[config.mk]
export PLATFORM = sky130hd
export DESIGN_NAME = dm_lsu
export DESIGN_NICKNAME = d
export VERILOG_FILES = /design/src/rtl/dm_lsu.sv
export SDC_FILE = /design/constraint.sdc
export NUM_CORES = 1
export LEC_CHECK = 0
export ABC_CLOCK_PERIOD_IN_PS = 4100
export CAP_MARGIN = 20
export CORE_UTILIZATION = 30
export DETAILED_ROUTE_END_ITERATION = 10
export GPL_ROUTABILITY_DRIVEN = 0
export SLEW_MARGIN = 25
export SYNTH_ARGS = -nofsm -noshare
export SYNTH_HDL_FRONTEND = slang
export SYNTH_SLANG_ARGS = --single-unit
export TNS_END_PERCENT = 50
[constraint.sdc]
create_clock -name clk -period 4.1 [get_ports clk]
set_input_delay 0.82 -clock clk [delete_from_list [all_inputs] [get_ports clk]]
set_output_delay 0.82 -clock clk [all_outputs]
set_load 0.02 [all_outputs]
[src/rtl/dm_lsu.sv]
// Load/store unit between the MEM stage and the word-only dm memory: range/alignment
// checking, big-endian lane extraction on loads, read-modify-write on sub-word stores.
module dm_lsu #(
  parameter int NBIT = 8
) (
  input  logic        clk,
  input  logic        rst_n,
  input  logic        req_valid,
  output logic        req_ready,
  input  logic        req_we,
  input  logic [2:0]  req_op,
  input  logic [31:0] req_addr,
  input  logic [31:0] req_wdata,
  output logic        resp_valid,
  input  logic        resp_ready,
  output logic [31:0] resp_rdata,
  output logic        resp_err,
  output logic        dm_r,
  output logic        dm_w,
  output logic [31:0] dm_addr,
  output logic [31:0] dm_wdata,
  output logic [2:0]  dm_op,
  input  logic [31:0] dm_rdata
);

  localparam logic [2:0] DM_OP_WD = 3'd0;
  localparam logic [2:0] DM_OP_BS = 3'd1;
  localparam logic [2:0] DM_OP_BZ = 3'd2;
  localparam logic [2:0] DM_OP_HS = 3'd3;
  localparam logic [2:0] DM_OP_HZ = 3'd4;
  localparam logic [2:0] DM_OP_SB = 3'd5;
  localparam logic [2:0] DM_OP_SH = 3'd6;

  typedef enum logic [1:0] {S_IDLE = 2'd0, S_RD = 2'd1, S_WR = 2'd2, S_RESP = 2'd3} state_t;

  function automatic logic req_error(input logic we, input logic [2:0] op, input logic [31:0] addr);
    logic ill, mis, oor;
    ill = 1'b0;
    mis = 1'b0;
    case (op)
      DM_OP_WD: mis = (addr[1:0] != 2'b00);
      DM_OP_BS, DM_OP_BZ: ill = we;
      DM_OP_HS, DM_OP_HZ: begin
        ill = we;
        mis = addr[0];
      end
      DM_OP_SB: ill = !we;
      DM_OP_SH: begin
        ill = !we;
        mis = addr[0];
      end
      default: ill = 1'b1;
    endcase
    oor = ((addr >> (NBIT + 2)) != 32'd0);
    return ill | mis | oor;
  endfunction

  // Byte offset k lives in bits [31-8k -: 8]; half offset 0 is the upper half.
  function automatic logic [31:0] load_extract(input logic [2:0] op, input logic [1:0] off,
                                               input logic [31:0] w);
    logic [7:0]  b;
    logic [15:0] h;
    logic [31:0] r;
    case (off)
      2'd0:    b = w[31:24];
      2'd1:    b = w[23:16];
      2'd2:    b = w[15:8];
      default: b = w[7:0];
    endcase
    h = off[1] ? w[15:0] : w[31:16];
    case (op)
      DM_OP_BS: r = {{24{b[7]}}, b};
      DM_OP_BZ: r = {24'd0, b};
      DM_OP_HS: r = {{16{h[15]}}, h};
      DM_OP_HZ: r = {16'd0, h};
      default:  r = w;
    endcase
    return r;
  endfunction

  function automatic logic [31:0] store_merge(input logic [2:0] op, input logic [1:0] off,
                                              input logic [31:0] old, input logic [31:0] wd);
    logic [31:0] r;
    r = old;
    if (op == DM_OP_SH) begin
      if (off[1]) r[15:0] = wd[15:0];
      else        r[31:16] = wd[15:0];
    end else begin
      case (off)
        2'd0:    r[31:24] = wd[7:0];
        2'd1:    r[23:16] = wd[7:0];
        2'd2:    r[15:8]  = wd[7:0];
        default: r[7:0]   = wd[7:0];
      endcase
    end
    return r;
  endfunction

  state_t      state_q, state_d;
  logic        we_q, we_d;
  logic [2:0]  op_q, op_d;
  logic [1:0]  off_q, off_d;
  logic [31:0] wdata_q, wdata_d;
  logic        req_ready_q, req_ready_d;
  logic        resp_valid_q, resp_valid_d;
  logic        resp_err_q, resp_err_d;
  logic [31:0] resp_rdata_q, resp_rdata_d;
  logic        dm_r_q, dm_r_d;
  logic        dm_w_q, dm_w_d;
  logic [31:0] dm_addr_q, dm_addr_d;
  logic [31:0] dm_wdata_q, dm_wdata_d;

  // Next-state and next-output computation for the request/response FSM.
  always_comb begin
    state_d      = state_q;
    we_d         = we_q;
    op_d         = op_q;
    off_d        = off_q;
    wdata_d      = wdata_q;
    req_ready_d  = req_ready_q;
    resp_valid_d = resp_valid_q;
    resp_err_d   = resp_err_q;
    resp_rdata_d = resp_rdata_q;
    dm_r_d       = 1'b0;
    dm_w_d       = 1'b0;
    dm_addr_d    = dm_addr_q;
    dm_wdata_d   = dm_wdata_q;
    case (state_q)
      S_IDLE: begin
        if (req_valid) begin
          we_d        = req_we;
          op_d        = req_op;
          off_d       = req_addr[1:0];
          wdata_d     = req_wdata;
          dm_addr_d   = {req_addr[31:2], 2'b00};
          req_ready_d = 1'b0;
          if (req_error(req_we, req_op, req_addr)) begin
            state_d      = S_RESP;
            resp_valid_d = 1'b1;
            resp_err_d   = 1'b1;
            resp_rdata_d = 32'd0;
          end else if (req_we && (req_op == DM_OP_WD)) begin
            state_d    = S_WR;
            dm_w_d     = 1'b1;
            dm_wdata_d = req_wdata;
          end else begin
            state_d = S_RD;
            dm_r_d  = 1'b1;
          end
        end else begin
          req_ready_d = 1'b1;
        end
      end
      S_RD: begin
        if (we_q) begin
          state_d    = S_WR;
          dm_w_d     = 1'b1;
          dm_wdata_d = store_merge(op_q, off_q, dm_rdata, wdata_q);
        end else begin
          state_d      = S_RESP;
          resp_valid_d = 1'b1;
          resp_err_d   = 1'b0;
          resp_rdata_d = load_extract(op_q, off_q, dm_rdata);
        end
      end
      S_WR: begin
        state_d      = S_RESP;
        resp_valid_d = 1'b1;
        resp_err_d   = 1'b0;
        resp_rdata_d = 32'd0;
      end
      S_RESP: begin
        if (resp_ready) begin
          state_d      = S_IDLE;
          req_ready_d  = 1'b1;
          resp_valid_d = 1'b0;
          resp_err_d   = 1'b0;
          resp_rdata_d = 32'd0;
        end else begin
          state_d = S_RESP;
        end
      end
      default: begin
        state_d      = S_IDLE;
        req_ready_d  = 1'b1;
        resp_valid_d = 1'b0;
      end
    endcase
  end

  // State and registered outputs with synchronous active-low reset.
  always_ff @(posedge clk) begin
    if (!rst_n) begin
      state_q      <= S_IDLE;
      we_q         <= 1'b0;
      op_q         <= 3'd0;
      off_q        <= 2'd0;
      wdata_q      <= 32'd0;
      req_ready_q  <= 1'b1;
      resp_valid_q <= 1'b0;
      resp_err_q   <= 1'b0;
      resp_rdata_q <= 32'd0;
      dm_r_q       <= 1'b0;
      dm_w_q       <= 1'b0;
      dm_addr_q    <= 32'd0;
      dm_wdata_q   <= 32'd0;
    end else begin
      state_q      <= state_d;
      we_q         <= we_d;
      op_q         <= op_d;
      off_q        <= off_d;
      wdata_q      <= wdata_d;
      req_ready_q  <= req_ready_d;
      resp_valid_q <= resp_valid_d;
      resp_err_q   <= resp_err_d;
      resp_rdata_q <= resp_rdata_d;
      dm_r_q       <= dm_r_d;
      dm_w_q       <= dm_w_d;
      dm_addr_q    <= dm_addr_d;
      dm_wdata_q   <= dm_wdata_d;
    end
  end

  // rst_n gates the write strobe so a reset landing in WR never commits.
  assign req_ready  = req_ready_q & rst_n;
  assign dm_w       = dm_w_q & rst_n;
  assign dm_r       = dm_r_q;
  assign dm_addr    = dm_addr_q;
  assign dm_wdata   = dm_wdata_q;
  assign dm_op      = DM_OP_WD;
  assign resp_valid = resp_valid_q;
  assign resp_err   = resp_err_q;
  assign resp_rdata = resp_rdata_q;

endmodule
Yosys cells after proc, flatten, opt, wreduce, memory -nomap -nowiden
Cells that the tools add are included.
{"block": "totals", "ram_bits": 0, "input_bits": 104, "reg_bits": 123, "output_inout_bits": 104, "latchBits": 0, "memories": 0, "elab_cells": 109, "rom_bits": 0}
{"block": "op_classes", "mul": 0, "n_lt_le_gt_ge": 0, "n_bitwise": 7, "shifts": 0, "n_mux": 48, "add_sub_neg": 0, "reduce_logical": 18, "n_div": 0, "n_eq_ne": 23}
{"operator": "32-bit 2-to-1 mux", "count": 9}
{"operator": "32-bit case mux with 4 select lines", "count": 2}
{"operator": "32-bit case mux with 2 select lines", "count": 1}
{"operator": "16-bit 2-to-1 mux", "count": 3}
{"operator": "8-bit 2-to-1 mux", "count": 4}
{"operator": "32-bit nonzero test", "count": 1}
{"operator": "8-bit case mux with 3 select lines", "count": 1}
{"operator": "1-bit 2-to-1 mux", "count": 17}
{"operator": "3-bit equality test, second input constant", "count": 5}
{"operator": "2-bit inequality test, second input constant", "count": 7}
{"operator": "3-bit by 2-bit equality test with 1-bit output, second input constant", "count": 4}
{"operator": "2-bit 2-to-1 mux", "count": 4}
{"operator": "1-bit case mux with 4 select lines", "count": 2}
{"operator": "2-bit case mux with 4 select lines", "count": 1}
{"operator": "4-bit OR reduction", "count": 2}
{"operator": "2-bit equality test, second input constant", "count": 3}
{"operator": "3-bit by 1-bit equality test with 1-bit output, second input constant", "count": 2}
{"operator": "1-bit case mux with 2 select lines", "count": 3}
{"operator": "2-bit nonzero test", "count": 3}
{"operator": "3-bit OR reduction", "count": 2}
{"operator": "5-bit AND reduction", "count": 1}
{"operator": "2-bit by 1-bit equality test with 1-bit output, second input constant", "count": 2}
{"operator": "2-bit logical NOT", "count": 2}
{"operator": "2-bit AND reduction", "count": 2}
{"operator": "other kinds (9)", "count": 13}

Depth between registers and ports, before layout
{"block": "logic_depth", "ltp_word": 10, "mapped_depth": 9, "ltp_nobuf": 6}

Worst setup path before layout
OpenSTA, ideal clock, no wires.
{"block": "synth_timing", "kind": "input -> register", "startpoint": "in req_op[2]", "endpoint": "reg dm_wdata_q[23], in the netlist dm_wdata[23]", "t_required_ps": 3971, "setup_slack_ps": 1583, "n_path_buf": 2, "cell_stages": 8, "arrival_ps": 2388, "setup_time_ps": 129, "cell_sequence": "nor4b_1 > a221oi_1 > a211o_1 > o41a_1 > buf_2 > buf_1 > nand3_1 > o21ai_0"}
{"block": "synth_between", "elab_chain_len": 9, "elab_cells_between_ends": 22, "classes_between": "eq/ne (8); mux (6); bitwise (2); reduce/logical (6)"}
{"item": "start, declared", "line": "11", "text": "input logic [2:0] req_op,"}
{"item": "3-bit by 2-bit equality test with 1-bit output (tied with other cells)", "line": "40", "text": "case (op)"}
{"item": "4-bit OR reduction (no line) (tied with other cells)"}
{"item": "1-bit case mux with 3 select lines / 1-bit case mux with 2 select lines (equally long branches)", "line": "40"}
{"item": "1-bit 2-to-1 mux", "line": "130", "text": "if (req_valid) begin"}
{"item": "1-bit 2-to-1 mux", "line": "128", "text": "case (state_q)"}
{"item": "1-bit OR (2 in series)", "line": "55", "text": "return ill | mis | oor;"}
{"item": "2-bit inequality test (no line)"}
{"item": "5-bit AND reduction (no line) *"}
{"item": "end signal, assigned", "line": "220", "text": "dm_wdata_q <= dm_wdata_d;"}
{"item": "end, declared", "line": "111", "text": "logic [31:0] dm_wdata_q, dm_wdata_d;"}
Mark *: on every way between the ends. The rest lies on a longest branch, timed or not. The select of a mux whose other input is x is not followed.
A chain may end at the register's enable or synchronous reset.

Worst setup path in the final report
{"block": "layout_timing", "startpoint": "in req_addr[11]", "endpoint": "reg dm_wdata_q[0], in the netlist dm_wdata[0]"}
{"block": "layout_between", "elab_chain_len": 4}
{"item": "start, declared", "line": "12", "text": "input logic [31:0] req_addr,"}
{"item": "32-bit nonzero test", "line": "54", "text": "oor = ((addr >> (NBIT + 2)) != 32'd0);"}
{"item": "1-bit OR", "line": "55"}
{"item": "2-bit inequality test (no line)"}
{"item": "5-bit AND reduction (no line)"}
No other way between the ends.

==> metrics.md <==
| Metric | Value |
|---|---|
| Pleak | `3.075 nW` |
| Worst Path Max Fanout | `58` |
| # nets final | `1,001` |
| Hold Crit Class | `register to register` |
| Final Hold Violating Endpoints | `0` |
| Min Clock Period, post-route | `3.114 ns` |
| DRC | `0` |
| Post-synthesis cell count | `714` |
| Sequential share of the synthesized area | `42.50%` |
| # resized after CTS | `0` |
| MaxCap Viol Count | `0` |
| Worst vdd ir | `0.2912 mV` |
| Drt pass-1 iters | `7` |
| Die X | `between 100 and 150 um` |
| Deepest clock path buffer count | `2` |
| Avg WL per Cell | `17.71 um` |
| CORE AREA | `0.01883 mm2` |
| Setup ws final | `0.9862 ns` |
| Synthesized flop and latch total | `123` |
| Worst slew pin tran | `~0.85 ns` |
| Post-synth ARST share | `0%` |
| Hold_buf cts | `0` |
| HPWL after detailed placement | `~15 mm` |
| Cells on worst reg2reg path | `5` |
| Vias per cell | `just over 5` |
| GRT Total Usage | `21.20%` |
| Slew Viols, Final | `0` |
| Largest net degree at the start of global routing | `59` |
| Clk pin slew, worst setup/hold paths | `0.05 ns` |
| Status | `complete, no violations` |
| 1st-iter DRT viols | `~370` |
| Commonest non-fill, non-tap cell in the layout | `clkdlybuf4s50_1` |
| CP Class | `primary input to register` |
| RSZ-0062 raised after global routing | `false` |
| CTS Root Buffer Type | `clkbuf_16` |
| Vias | `about 6,000` |
| I/O Buffers | `202` |
| Share of cells above drive strength 1 | `7.921%` |
| Yosys warns | `0` |
| Worst slack at placement | `0.5351 ns` |
| # rows | `50` |
| Worst Path Required | `4.44 ns` |
| First-pass GRT wire length | `32.03 mm` |
| Post-CTS Setup Repair Bufs | `0` |
| Initial Util | `30.77%` |
| Hold depth | `2` |
| Finish-stage setup viols | `0` |
| Routed wire length | `20.73 mm` |
| Post-synth EDFFs | `0` |
| CTS tree | `yes` |
| Power Dens Cells | `403.1 mW/mm2` |
| I/O Pins | `208` |
| Total global routing overflow | `0` |
| Most frequent cells in the layout | `clkdlybuf4s50_1 (202), nand2_1 (143), dfxtp_1 (123), a21oi_1 (79), nor2_1 (72)` |
| Synth Flop Type | `dfxtp_1` |
| Worst-case hold slack | `0.4509 ns` |
| Number of global-route vias before repair | `about 5,600` |
| F_max | `321.1 MHz` |
| Clock skew | `0.007227 ns` |
| DRT antenna net count | `0` |
| Die ar. | `just under 0.02 mm2` |
| Crit share post-route | `approximately three quarters` |
| Antenna violations before repair | `2` |
| Slew headroom | `43.27%` |
| Crit start category | `primary input` |
| Sum Neg Setup Slack | `0 ns` |
| Worst EP arrival | `3.45 ns` |
| Sink Count | `roughly 120` |
| Area growth syn-to-layout | `49.02%` |
| Mapped Area | `around 0.0058 mm2` |
| Mean Syn Cell Area | `between 8 and 9 um2` |
| Worst setup EP type | `register` |
| Die Y | `141.0 um` |
| H-tree Lvls | `4` |
| Post-synth cell types | `44` |
| Worst-Skew Late Latency | `~0.42 ns` |
| Finished Core Util | `45.85%` |
| Total CTS buffers | `17` |
==> worst max-delay path, cell delays in order <==
cell,delay (ns)
clkdlybuf4s50_1,0.45
nor4_1,0.44
nand4_1,0.18
a211o_1,0.33
o41a_2,0.45
buf_4,0.30
a211o_1,0.29
a21oi_1,0.17
==> sequential cells by signal, summed over array words and instances, names as in the netlist <==
register,count
dm_r,1
we_q,1
dm_wdata,32
resp_valid,1
dm_addr,30
resp_err,1
wdata_q,16
op_q,3
state_q,2
resp_rdata,32
req_ready_q,1
off_q,2
dm_w_q,1
==> cell usage after synthesis, types with 6 or more instances <==
| cell | number | area, um2 |
|---|---|---|
| buf_4 | 6 | 45.04 |
| a222oi_1 | 7 | 70.07 |
| buf_2 | 10 | 50.05 |
| o21ai_0 | 49 | 245.2 |
| nor4_1 | 6 | 37.54 |
| nor2_1 | 72 | 270.3 |
| dfxtp_1 | 123 | 2462 |
| o2bb2ai_1 | 24 | 210.2 |
| a21oi_1 | 79 | 395.4 |
| o31ai_2 | 8 | 100.1 |
| clkbuf_1 | 38 | 142.6 |
| mux4_2 | 8 | 180.2 |
| nand2_1 | 144 | 540.5 |
| a211o_1 | 16 | 140.1 |
| mux2i_1 | 32 | 320.3 |
| o221ai_1 | 9 | 78.83 |
| nand2b_1 | 9 | 56.30 |
| nand3_1 | 27 | 135.1 |
==> path summary, 6_finish.rpt <==
path | startpoint | endpoint | slack [ns]
min | dm_addr[27] | dm_addr[27] | 0.45
min reg2reg | dm_addr[27] | dm_addr[27] | 0.45
max reg2reg | op_q[1] | dm_wdata[17] | 1.47
max | req_addr[11] | dm_wdata[0] | 0.99
==> metrics by stage <==
step	total power, mW	std cells	area (um2)
2_1_floorplan	1.667	718	5809
3_5_place_dp	1.979	1138	8040
3_3_place_gp	1.979	1138	8040
6_report	3.480	1170	8635
5_1_grt	3.628	1169	8632
4_1_cts	3.511	1169	8632
==> metal layers <==
layer  routed length, um  GRT usage, %  vias up
li1                    -             -     2891
met1                8904         26.91     2789
met2                9445         33.36      269
met3                1856         7.133       34
met4                 507         7.666        2
met5                  13             0        -
==> kinds of logic (layout without fill, tap and decap cells) <==
family	Yosys count	in the layout	synth area share, %
buf+inv	65	256	4.815
mux	40	40	8.637
other cells	1	6	0.06472
flops	123	123	42.50
simple gates	274	274	19.78
xor+xnor	4	4	0.6047
compound gates	207	207	23.60
==> layout make-up <==
| cell class | count | area [um2] |
|---|---|---|
| Multi-Input combinational cell | 530 | 3080 |
| Inverter | 6 | 22.52 |
| Clock buffer | 19 | 442.9 |
| Antenna cell | 1 | 2.502 |
| Clock inverter | 12 | 148.9 |
| Sequential cell | 123 | 2462 |
| Fill cell | 1853 | 10200 |
| Timing Repair Buffer | 219 | 2150 |
| Tap cell | 260 | 325.3 |
==> power by group <==
| group | switching, mW | internal, mW |
|---|---|---|
| logic | 0.359 | 0.294 |
| registers | 0.0480 | 1.26 |
| clock network | 0.561 | 0.963 |
(Power assumes the default switching activity.)
